**src/rtl/uart_pkg.sv**
```systemverilog
// rtl/uart_pkg.sv - shared UART definitions: FSM encoding, bit-period and counter-width helpers
package uart_pkg;

   localparam int DATA_BITS = 8;

   typedef enum logic [2:0] {
      ST_IDLE      = 3'd0,
      ST_START     = 3'd1,
      ST_DATA      = 3'd2,
      ST_STOP      = 3'd3,
      ST_WAIT_HIGH = 3'd4
   } uart_state_e;

   function automatic int clk_per_bit(input int clk_freq, input int baud);
      return clk_freq / baud;
   endfunction

   // A one-cycle bit period would give $clog2 == 0; keep the counter at least one bit wide.
   function automatic int cnt_width(input int cpb);
      return (cpb > 1) ? $clog2(cpb) : 1;
   endfunction

endpackage

```
**src/rtl/sync_2ff.sv**
```systemverilog
// rtl/sync_2ff.sv - two-flop synchronizer for a single asynchronous input
module sync_2ff #(
   parameter logic RESET_VAL = 1'b1
) (
   input  logic clk_i,
   input  logic rst_i,
   input  logic d_i,
   output logic q_o
);

   logic meta_q;
   logic sync_q;

   always_ff @(posedge clk_i) begin
      if (rst_i) begin
         meta_q <= RESET_VAL;
         sync_q <= RESET_VAL;
      end else begin
         meta_q <= d_i;
         sync_q <= meta_q;
      end
   end

   assign q_o = sync_q;

endmodule

```
**src/rtl/uart_rx.sv**
```systemverilog
// rtl/uart_rx.sv - 8N1 LSB-first UART receiver with mid-bit sampling and framing-error detection
module uart_rx
   import uart_pkg::*;
#(
   parameter int CLK_FREQ = 100_000_000,
   parameter int BAUD     = 10_000_000
) (
   input  logic       clk,
   input  logic       rst,
   input  logic       rx,
   output logic [7:0] data_out,
   output logic       valid,
   output logic       frame_err,
   output logic       busy
);

   localparam int CLK_PER_BIT = clk_per_bit(CLK_FREQ, BAUD);
   localparam int CNT_W       = cnt_width(CLK_PER_BIT);

   localparam logic [CNT_W-1:0] CNT_LAST = CNT_W'(CLK_PER_BIT - 1);
   localparam logic [CNT_W-1:0] CNT_HALF = CNT_W'(CLK_PER_BIT / 2 - 1);

   generate
      if (CLK_PER_BIT < 4) begin : g_bad_cfg
         $error("uart_rx: CLK_FREQ/BAUD must be at least 4");
      end
   endgenerate

   logic rx_s;

   sync_2ff #(
      .RESET_VAL(1'b1)
   ) u_sync (
      .clk_i(clk),
      .rst_i(rst),
      .d_i  (rx),
      .q_o  (rx_s)
   );

   uart_state_e          state_q;
   logic [CNT_W-1:0]     cnt_q;
   logic [2:0]           bit_cnt_q;
   logic [DATA_BITS-1:0] shift_q;
   logic [DATA_BITS-1:0] data_q;
   logic                 valid_q;
   logic                 ferr_q;
   logic                 busy_q;

   always_ff @(posedge clk) begin
      if (rst) begin
         state_q   <= ST_IDLE;
         cnt_q     <= '0;
         bit_cnt_q <= '0;
         shift_q   <= '0;
         data_q    <= '0;
         valid_q   <= 1'b0;
         ferr_q    <= 1'b0;
         busy_q    <= 1'b0;
      end else begin
         valid_q <= 1'b0;
         ferr_q  <= 1'b0;

         case (state_q)
            ST_IDLE: begin
               cnt_q <= '0;
               if (!rx_s) begin
                  state_q <= ST_START;
                  busy_q  <= 1'b1;
               end
            end

            // Re-check the start bit at its middle so a short low glitch is ignored.
            ST_START: begin
               if (cnt_q == CNT_HALF) begin
                  cnt_q <= '0;
                  if (!rx_s) begin
                     state_q   <= ST_DATA;
                     bit_cnt_q <= '0;
                  end else begin
                     state_q <= ST_IDLE;
                     busy_q  <= 1'b0;
                  end
               end else begin
                  cnt_q <= cnt_q + 1'b1;
               end
            end

            ST_DATA: begin
               if (cnt_q == CNT_LAST) begin
                  cnt_q     <= '0;
                  shift_q   <= {rx_s, shift_q[DATA_BITS-1:1]};
                  bit_cnt_q <= bit_cnt_q + 1'b1;
                  if (bit_cnt_q == 3'd7) begin
                     state_q <= ST_STOP;
                  end
               end else begin
                  cnt_q <= cnt_q + 1'b1;
               end
            end

            // Leaving at mid-stop leaves half a bit to spot an immediately following start edge.
            ST_STOP: begin
               if (cnt_q == CNT_LAST) begin
                  cnt_q <= '0;
                  if (rx_s) begin
                     data_q  <= shift_q;
                     valid_q <= 1'b1;
                     state_q <= ST_IDLE;
                     busy_q  <= 1'b0;
                  end else begin
                     ferr_q  <= 1'b1;
                     state_q <= ST_WAIT_HIGH;
                  end
               end else begin
                  cnt_q <= cnt_q + 1'b1;
               end
            end

            ST_WAIT_HIGH: begin
               cnt_q <= '0;
               if (rx_s) begin
                  state_q <= ST_IDLE;
                  busy_q  <= 1'b0;
               end
            end

            default: begin
               state_q <= ST_IDLE;
               cnt_q   <= '0;
               busy_q  <= 1'b0;
            end
         endcase
      end
   end

   assign data_out  = data_q;
   assign valid     = valid_q;
   assign frame_err = ferr_q;
   assign busy      = busy_q;

endmodule
```
**config.mk**
```make
export PLATFORM = sky130hd
export DESIGN_NAME = uart_rx
export DESIGN_NICKNAME = d
export VERILOG_FILES = /design/src/rtl/uart_pkg.sv /design/src/rtl/sync_2ff.sv /design/src/rtl/uart_rx.sv
export SDC_FILE = /design/constraint.sdc
export NUM_CORES = 1
export LEC_CHECK = 0
export BUFFER_PORTS_ARGS = -buffer_cell sky130_fd_sc_hd__buf_2
export CORE_UTILIZATION = 56
export DETAILED_ROUTE_END_ITERATION = 10
export GPL_TIMING_DRIVEN = 0
export PLACE_DENSITY = 0.74
export SETUP_SLACK_MARGIN = 0.15
export SKIP_LAST_GASP = 1
export SLEW_MARGIN = 5
export SYNTH_ARGS = -nofsm -noshare
export SYNTH_HDL_FRONTEND = slang
export SYNTH_SLANG_ARGS = --single-unit
```
**constraint.sdc**
```tcl
create_clock -name clk -period 1.9 [get_ports clk]
set_input_delay 0.38 -clock clk [delete_from_list [all_inputs] [get_ports clk]]
set_output_delay 0.38 -clock clk [all_outputs]
set_load 0.05 [all_outputs]
```
==> results.md <==
* Final setup vio count at 0
* Hold Violations, Final at 0
* Syn Nets at 151
* Startpoint types: flip-flop
* CTS Hold Bufs at 0
* Seq cells post-synth at 31
* F_max at 0.598 GHz
* Switching Fraction at 22.4%
* Tcrit/Tclk final at 88.0%
* # nets final at 170
* Synth area leader: dfxtp_1
* CTS root buf: clkbuf_4
* Sequential fraction of the synthesis area at 46.8%
* CTS buffer count at 5
* DRC at 0
* Reg2reg setup slack at 230 ps
* Worst path depth at 6
* Clock transition at the registers of the reported paths at 90 ps
* IR Drop Worst-Case VDD at 0.676 mV
* Placed cells at 183
* Share of layout cells above drive strength 1 at 21.6%
* Clk pwr share at 35.3%
* Post-DR vias/cell at 5.34
* Internal power at 843 uW
* Sequential power share at 60.5%
* N_diodes at 0
* Worst Path Buf+Inv at 1
* Top cell type's share of synthesized area at 46.8%
* Crit path from: cnt_q[0]
* Detail Route Antenna Nets at 0
* Clock sink count at 31
* Synthesized area at 1330 sq um
* Die X at 50.7 um
* Cells after Synth at 143
* 1st-pass router iterations at 5
* Mux contribution to synthesized area at 6.04%
* Die height at 50.7 um
* Netlist cell types at 33
* Outcome: complete, no violations
* Static leakage at 0.000629 uW
* Relative slew slack at 70.5%
* CP max stage cell: or4b_4
* Critical path endpoint category: flip-flop
* RSZ-0062 raised after global routing: yes
* CP Cell Sequence: inv_1 > ha_2 > nand4bb_4 > or4b_4 > a21o_1 > a21oi_2
* GPL Wtd Cong at 0.832
* Xor-xnor portion of the synthesized cell area at 1.98%
* Post-route insts no fill at 190
* Area Growth Syn to Fin at 11.8%
* Clock Skews at 3.92 ps
* All-Layer GR Usage at 22.7%
* Post-Synth Adder-Cell Area at 4.72%
* Synthesized area per cell at 9.27 sq um
* Crit path kind: reg2reg
* Max Slew Vio Count at 0
* FF-to-FF Start: cnt_q[0]
* Max incr delay on CP at 540 ps
* GRT overflow at 0
* Critical Path AT at 1940 ps
* Placeable core area at 2210 sq um
* Overall Power at 1090 uW
* Pwr dens at 733 nW/um^2
* CP required at 2170 ps
* Crit path max-delay family: simple AND/OR/NAND/NOR gates
* CP max FO at 5
* DR iter-0 viols at 15
* Initial Util at 60.0%
* Reg-to-Reg End: state_q[1]
* Area of the die at 2570 sq um
* Comb pwr share at 4.2%
* Post-Synth Simple-Gate Area at 22.8%
* Vias at 1014
* Yosys warns at 0
* Wirelength per Cell at 12.5 um
* Worst R2R Path Depth at 6
* Setup TNS at 0 ps
* CTS Buffer Depth at 2
* Worst-Skew Late Latency at 330 ps
* First-pass GRT wire length at 4110 um
* Fin crit period at 1670 ps
* Post-Route WL at 2380 um
* Port Buf Inserts at 12
* HPWL Detailed at 1670 um
* Largest net degree at the start of global routing at 11
* Max cap viols at 0
* CTS H-Tree Depth at 2
* Setup crit end: state_q[1]
* Combinational family with the most area after synthesis: simple AND/OR/NAND/NOR gates
* NetSw at 243 uW
* Num rows at 17
* IO Pins at 14
* Vias in the first global route at 983
* Synth area leaders: dfxtp_1, nand2_1, mux2i_1, nor2_1, ha_1
* Hold/Removal Path Class: in2reg
* CTS tree: built
* Initial antenna violation count at 0
* Synth Area in Compound Gates at 10.8%
* Slew @ Worst Pin at 443 ps
[routing by layer]
metal / vias up / track usage [%] / part of all wire, %
met5: - / 0 / 0
met3: 7 / 10.9 / 5.3
met1: 462 / 26.5 / 47
met4: 0 / 11.6 / 2.4
li1: 518 / - / -
met2: 27 / 34.2 / 45
[worst min-delay path by stage]
| stage | cells past startpoint | startpoint | end |
|---|---|---|---|
| floorplan | 1 | u_sync.meta_q | u_sync.q_o |
| global placement | 1 | u_sync.meta_q | u_sync.q_o |
| detailed placement | 1 | u_sync.meta_q | u_sync.q_o |
| CTS | 2 | rx | u_sync.meta_q |
| global route | 2 | rx | u_sync.meta_q |
| finish | 2 | rx | u_sync.meta_q |
[worst reg2reg max path, stage by stage (launching register included)]
cell and delay [ps]:
dfxtp_1 360, inv_1 80, ha_2 210, nand4bb_4 110
or4b_4 540, a21o_1 210, a21oi_2 110
[cell type report]
class	count	area [sq um]
fillers	194	729
repair buffers	12	60.1
clock inverters	1	5.00
plain buffers	10	82.6
clock buffers	6	51.3
flip-flops and latches	31	621
inverters	3	11.3
multi-input cells	99	617
well taps	28	35.0
[cells in the mapped netlist (all sizes together)]
cell type and number:
dfxtp 31, nand2 24, nor2 18, a21oi 12
mux2i 8, buf 6, ha 5, clkbuf 4
nand3 4, nand3b 4, inv 3, o21ai 3
a211oi 2, nor3 2, or2 2, xor2 2
a211o 1, a21boi 1, a21o 1, a22o 1
and2b 1, and3b 1, nand4 1, nand4bb 1
nor3b 1, o22ai 1, o32ai 1, or4b 1
xnor2 1
[logic make-up after synthesis]
group | count (synthesis)
DFF | 31
buffers and inverters | 13
AOI/OAI and AO/OA | 23
adders and majority gates | 5
and+or+nand+nor | 60
muxes | 8
xor gates and xnor gates | 3
[power by group through the flow]
| stage | Sequential, uW | Clock [uW] | Combinational [uW] |
|---|---|---|---|
| floorplan | 676 | 0 | 30.8 |
| global placement | 672 | 0 | 43.4 |
| detailed placement | 673 | 0 | 44.6 |
| CTS | 658 | 397 | 45.0 |
| global route | 659 | 419 | 50.2 |
| finish | 658 | 384 | 45.3 |
[sequential cells by signal (all words and copies together), names as in the netlist]
register       count
state_q            3
frame_err          1
shift_q            8
bit_cnt_q          3
u_sync.meta_q      1
busy               1
valid              1
data_out           8
u_sync.q_o         1
cnt_q              4
[cells in the final DEF (no fill, tap or decap), types with 3 or more instances in the layout]
cell type and instances:
dfxtp_1 31, nand2_1 24, nor2_1 18, buf_2 14, a21oi_1 11, mux2i_1 8, clkbuf_4 6, nand3b_1 4
nand3_1 4, ha_1 4, inv_1 3, clkbuf_8 3, o21ai_0 3
[through the flow]
stage / utilization [%] / setup slack [ps] / area, sq um / hold WS, ps
after global placement: 64.3 / 281 / 1420 / 396
after global routing: 67.0 / 132 / 1480 / 208
after CTS: 66.8 / 203 / 1480 / 215
after detailed placement: 64.3 / 243 / 1420 / 413
final: 67.0 / 228 / 1480 / 231
after floorplan: - / 369 / 1330 / 389
[what timing repair did]
action | 4_1_cts | 5_1_grt
resized for setup | 0 | 2
setup buffers | 0 | 0
setup endpoints to repair | 0 | 5
Note: power is estimated with default switching activity, not from simulation.
